--- config.mk ---
export PLATFORM = sky130hd
export DESIGN_NAME = mp64_row_packer
export DESIGN_NICKNAME = d
export VERILOG_FILES = /design/src/rtl/mp64_row_packer.sv
export SDC_FILE = /design/constraint.sdc
export NUM_CORES = 1
export LEC_CHECK = 0
export ABC_AREA = 1
export CELL_PAD_IN_SITES_DETAIL_PLACEMENT = 1
export CELL_PAD_IN_SITES_GLOBAL_PLACEMENT = 1
export CORE_MARGIN = 5
export CORE_UTILIZATION = 32
export CTS_CLUSTER_SIZE = 30
export DETAILED_ROUTE_END_ITERATION = 7
export PLACE_DENSITY = 0.86
export SETUP_SLACK_MARGIN = 0.05
export SYNTH_ARGS = -nofsm -noshare
export SYNTH_HDL_FRONTEND = slang
export SYNTH_SLANG_ARGS = --single-unit
--- constraint.sdc ---
create_clock -name clk -period 19.71 [get_ports clk]
set_input_delay 4.9275 -clock clk [delete_from_list [all_inputs] [get_ports clk]]
set_output_delay 4.9275 -clock clk [all_outputs]
set_load 0.005 [all_outputs]
--- src/rtl/mp64_row_packer.sv ---
// Packs RATIO narrow beats into one wide row and issues one write per row on the SRAM wide port.
// Define MP64_ROWPACK_CSUM_EN to enable the running XOR row checksum on csum.
module mp64_row_packer #(
    parameter int unsigned ADDR_W_A = 14,
    parameter int unsigned DATA_W_A = 512,
    parameter int unsigned DATA_W_B = 64
) (
    input  logic                clk,
    input  logic                rst,
    input  logic                cmd_valid,
    output logic                cmd_ready,
    input  logic [ADDR_W_A-1:0] cmd_row,
    input  logic [ADDR_W_A:0]   cmd_len,
    input  logic                in_valid,
    output logic                in_ready,
    input  logic [DATA_W_B-1:0] in_data,
    input  logic                abort,
    output logic                a_ce,
    output logic                a_we,
    output logic [ADDR_W_A-1:0] a_addr,
    output logic [DATA_W_A-1:0] a_wdata,
    output logic                busy,
    output logic                done,
    output logic                aborted,
    output logic [DATA_W_B-1:0] csum
);

    localparam int unsigned RATIO = DATA_W_A / DATA_W_B;
    localparam int unsigned CNT_W = $clog2(RATIO);

    typedef enum logic [1:0] {StIdle, StFill, StWrite} state_e;

    state_e              state_q;
    logic [ADDR_W_A-1:0] cur_row_q;
    logic [ADDR_W_A:0]   rows_left_q;
    logic [CNT_W-1:0]    beat_cnt_q;
    logic [DATA_W_A-1:0] row_buf_q;
    logic                done_q;
    logic                aborted_q;

    logic cmd_accept;
    logic beat_accept;
    logic last_beat;

    assign cmd_accept  = cmd_valid && (state_q == StIdle);
    assign beat_accept = in_valid && (state_q == StFill);
    assign last_beat   = (beat_cnt_q == CNT_W'(RATIO - 1));

    always_ff @(posedge clk or posedge rst) begin
        if (rst) begin
            state_q     <= StIdle;
            cur_row_q   <= '0;
            rows_left_q <= '0;
            beat_cnt_q  <= '0;
            row_buf_q   <= '0;
            done_q      <= 1'b0;
            aborted_q   <= 1'b0;
        end else begin
            done_q    <= 1'b0;
            aborted_q <= 1'b0;
            case (state_q)
                StIdle: begin
                    // abort is ignored here; a concurrent command is still accepted
                    if (cmd_accept) begin
                        cur_row_q   <= cmd_row;
                        rows_left_q <= cmd_len;
                        beat_cnt_q  <= '0;
                        row_buf_q   <= '0;
                        if (cmd_len == '0) begin
                            done_q <= 1'b1;
                        end else begin
                            state_q <= StFill;
                        end
                    end
                end
                StFill: begin
                    if (abort) begin
                        state_q   <= StIdle;
                        aborted_q <= 1'b1;
                    end else if (beat_accept) begin
                        for (int k = 0; k < RATIO; k++) begin
                            if (beat_cnt_q == CNT_W'(k)) begin
                                row_buf_q[k*DATA_W_B +: DATA_W_B] <= in_data;
                            end
                        end
                        beat_cnt_q <= beat_cnt_q + 1'b1;
                        if (last_beat) begin
                            state_q <= StWrite;
                        end
                    end
                end
                StWrite: begin
                    rows_left_q <= rows_left_q - 1'b1;
                    cur_row_q   <= cur_row_q + 1'b1;
                    if (abort) begin
                        state_q   <= StIdle;
                        aborted_q <= 1'b1;
                    end else if (rows_left_q == (ADDR_W_A + 1)'(1)) begin
                        state_q <= StIdle;
                        done_q  <= 1'b1;
                    end else begin
                        state_q <= StFill;
                    end
                end
                default: state_q <= StIdle;
            endcase
        end
    end

    assign cmd_ready = (state_q == StIdle);
    assign in_ready  = (state_q == StFill);
    assign busy      = (state_q != StIdle);
    assign a_ce      = (state_q == StWrite);
    assign a_we      = (state_q == StWrite);
    assign a_addr    = cur_row_q;
    assign a_wdata   = row_buf_q;
    assign done      = done_q;
    assign aborted   = aborted_q;

`ifdef MP64_ROWPACK_CSUM_EN
    logic [DATA_W_B-1:0] csum_q;
    logic [DATA_W_B-1:0] lane_xor;

    always_comb begin
        lane_xor = '0;
        for (int k = 0; k < RATIO; k++) begin
            lane_xor = lane_xor ^ row_buf_q[k*DATA_W_B +: DATA_W_B];
        end
    end

    always_ff @(posedge clk or posedge rst) begin
        if (rst) begin
            csum_q <= '0;
        end else if (cmd_accept) begin
            csum_q <= '0;
        end else if (state_q == StWrite) begin
            csum_q <= csum_q ^ lane_xor;
        end
    end

    assign csum = csum_q;
`else
    assign csum = '0;
`endif

endmodule

==> impl_results.md <==
- CP Buf/Inv Count: 5
- Synth area leader: dfrtp_1
- DRT antenna net count: 0
- CP delay by family, top: buffers and inverters
- Reg clk slew, reported paths: 60 ps
- Minimum clock period: 7832 ps
- Overall Global Routing Usage: 24.01%
- Crit. End Element: asynchronous set/reset pin
- Register share of total power: 30.8%
- Async SR Flop Fraction: 100.0%
- Crit-path slowest cell: buf_4
- Share of total power in the clock network: 21.6%
- CTS Hold Bufs: 0
- Top Ports: 695
- WL per Instance: 23.12 um
- Flops & latches, synth: 548
- Root buffer cell: clkbuf_16
- Routed WL: 98.29 mm
- Ys flop type: dfrtp_1
- Post-synthesis mux area share: 0%
- First-pass GRT wire length: 146.3 mm
- Die area: 0.07881 sq mm
- DR iter-0 viols: 1406
- Largest net degree at the start of global routing: 166
- Layout area overhead: 36.68%
- Worst IR Drop VDD: 0.1665 mV
- Fin. max-slew vios: 0
- CP arrival: 8430 ps
- Synth top area cells: dfrtp_1, nand2_1, o21ai_0
- DRC viols: 0
- Final TNS setup: 0 ps
- Row count: 99
- DR vias/cell: 5.032
- Netlist Area Pre-Place: 0.02346 sq mm
- Synthesized area per cell: 8.704 sq um
- GPL Wtd Cong: 0.8492
- Placement Setup Slack: 11190 ps
- Unrepaired setup endpoints after global routing: no
- Post-synthesis xor/xnor area fraction: 0.03734%
- Area share of the largest cell type after synthesis: 58.46%
- Initial antenna violation count: 1
- Endpoints failing hold: 0
- Critical path launch point type: primary input
- Setup violators final: 0
- EDFF count, synth: 0
- Slowest stage delay, CP: 870 ps
- Vias in the first global route: 23270
- Crit path kind: in2async
- Final clock skew: 22.32 ps
- Chip height: 280.7 um
- Latest clock arrival within the worst-skew pair: 630 ps
- Core area: 0.07283 sq mm
- Pwr per Cell Area: 169.9 mW/mm^2
- Nets: 3356
- Clock tree buffer depth: 3
- Worst Hold Class: reg2reg
- Final setup margin: 11880 ps
- Post-CTS Resized: 0
- Largest family of logic cells by synthesized area: simple AND/OR/NAND/NOR gates
- Sw Share: 44.56%
- Pleak: 15.85 nW
- Worst-path maximum fanout: 154
- Max-cap viol count: 0
- Synth Area in Simple Gates: 20.04%
- YS warnings: 0
- Crit share post-route: 39.74%
- Layout cell share with drive strength beyond 1: 4.436%
- Switching Power: 2.427 mW
- Clk sinks: 548
- Synth Area in Compound Gates: 12.31%
- Die W: 280.7 um
- Max_slew headroom: 21.63%
- Port Buffer Count: 630
- HPWL Detailed: 64.75 mm
- Post-synth cell types: 32
- Post-Syn Instances: 2695
- Worst-Margin Slew: 1175 ps
- Max Clock Freq: 127.7 MHz
- Crit-path cells: clkdlybuf4s50_1, clkinvlp_4, buf_4, buf_12, buf_4
- Vias: 21390
- Comb power frac: 47.6%
- CP most frequent cell: buf_4
- CTS HTree Levels: 2
- Inserted Clock Buffers: 61
- Post-CTS setup buffer count: 0
- Run status: finished clean
- Post-synthesis adder-cell area fraction: 0.6934%
- Starting density of the core: 32.20%
- Int Power: 3.020 mW
- CTS tree: yes
- Critical path required time: 20310 ps
- Drt pass-1 iters: 5
- Grt total ovfl: 0
- Register area share after synthesis: 58.46%
==> cells in the mapped netlist (3+ instances only) <==
cell type	n
nor2_1	70
nand2_1	1089
o22ai_1	5
or2_2	3
o21ai_0	438
clkbuf_1	79
a21oi_1	17
dfrtp_1	548
buf_4	76
ha_1	13
buf_2	28
buf_6	41
o21ai_1	100
buf_1	9
o211ai_1	3
nor2_8	6
nand4_1	4
inv_1	119
nand3_1	30
==> through the flow <==
step           util [%]  power, mW  cell area (sq um)  cells  hold slack, ps
2_1_floorplan         -      2.989              23700   2758           470.6
3_3_place_gp      41.20      4.168              30010   4141           460.9
3_5_place_dp      41.20      4.272              30010   4141           469.3
4_1_cts           44.01      5.487              32060   4250           482.0
5_1_grt           44.02      5.763              32060   4251           503.1
6_report          44.02      5.447              32060   4251           479.7
==> cells by family after synthesis <==
logic type,Yosys count
flip-flops,548
adder cells (fa/ha/maj),13
XOR/XNOR,1
AO/OA/AOI/OAI,569
buffers and inverters,356
AND/OR/NAND/NOR,1207
other,1
==> worst paths after layout <==
| path | start | to | slack [ps] | cells after the start |
|---|---|---|---|---|
| setup / recovery | rst | a_wdata[390]$_DFFE_PP0P_ | 11880 | 5 |
| hold / removal | a_wdata[93]$_DFFE_PP0P_ | a_wdata[93]$_DFFE_PP0P_ | 480 | 2 |
| setup reg to reg | state_q[1]$_DFFE_PP0P_ | a_wdata[351]$_DFFE_PP0P_ | 15880 | 10 |
| hold reg to reg | a_wdata[93]$_DFFE_PP0P_ | a_wdata[93]$_DFFE_PP0P_ | 480 | 2 |
| max in group clk | cmd_valid | a_wdata[124]$_DFFE_PP0P_ | 11900 | 8 |
| min in group asynchronous | rst | a_wdata[163]$_DFFE_PP0P_ | 4730 | 2 |
==> sequential cells by signal, indices dropped and copies added (netlist names) <==
register / cells
a_wdata: 512
rows_left_q: 15
a_addr: 14
beat_cnt_q: 3
state_q: 2
aborted: 1
done: 1
==> layer usage <==
metal | up-vias | global-route usage (%) | share of wire (%)
met5 | - | 0 | 0
met4 | 0 | 11.00 | 5.3
met3 | 242 | 6.072 | 7.3
met2 | 804 | 41.26 | 49
met1 | 10830 | 28.37 | 39
li1 | 9518 | - | -
==> cell type report <==
| type | count | area (sq um) |
|---|---|---|
| multi-input combinational | 1854 | 8093 |
| antenna | 1 | 2.502 |
| fill | 8555 | 40780 |
| inverter | 122 | 461.7 |
| tap | 959 | 1200 |
| sequential | 548 | 13710 |
| clock buffer | 90 | 1785 |
| timing repair buffer | 658 | 6541 |
| clock inverter | 19 | 262.8 |
==> cells in the final DEF, fill, tap and decap left out, drive strengths merged, types with 2 or more instances in the layout <==
| master | instances |
|---|---|
| nand2 | 1091 |
| clkdlybuf4s50 | 630 |
| dfrtp | 548 |
| o21ai | 539 |
| inv | 122 |
| clkbuf | 90 |
| nor2 | 76 |
| conb | 64 |
| nand3 | 30 |
| buf | 28 |
| a21oi | 17 |
| ha | 13 |
| clkinv | 11 |
| o22ai | 6 |
| bufinv | 5 |
| nand4 | 4 |
| o211ai | 3 |
| or2 | 3 |
| clkinvlp | 3 |
| nand3b | 2 |
| a31oi | 2 |
==> worst reg2reg max path, cell delays in order (launching register included) <==
cell     delay (ps)
dfrtp_1         420
inv_1           130
ha_4            400
nand2_2         150
o22ai_4         210
nand2_8         450
buf_4           630
nor2_8          300
buf_4           750
nand2_1         190
nand2_1         140
==> power by group through the flow <==
stage	clock, mW	combinational, mW	sequential, mW
global route	1.25	2.80	1.72
detailed placement	0	2.58	1.69
floorplan	0	1.32	1.67
global placement	0	2.50	1.67
finish	1.18	2.59	1.68
CTS	1.20	2.61	1.68
No activity file was read; power rests on OpenSTA's default activity.
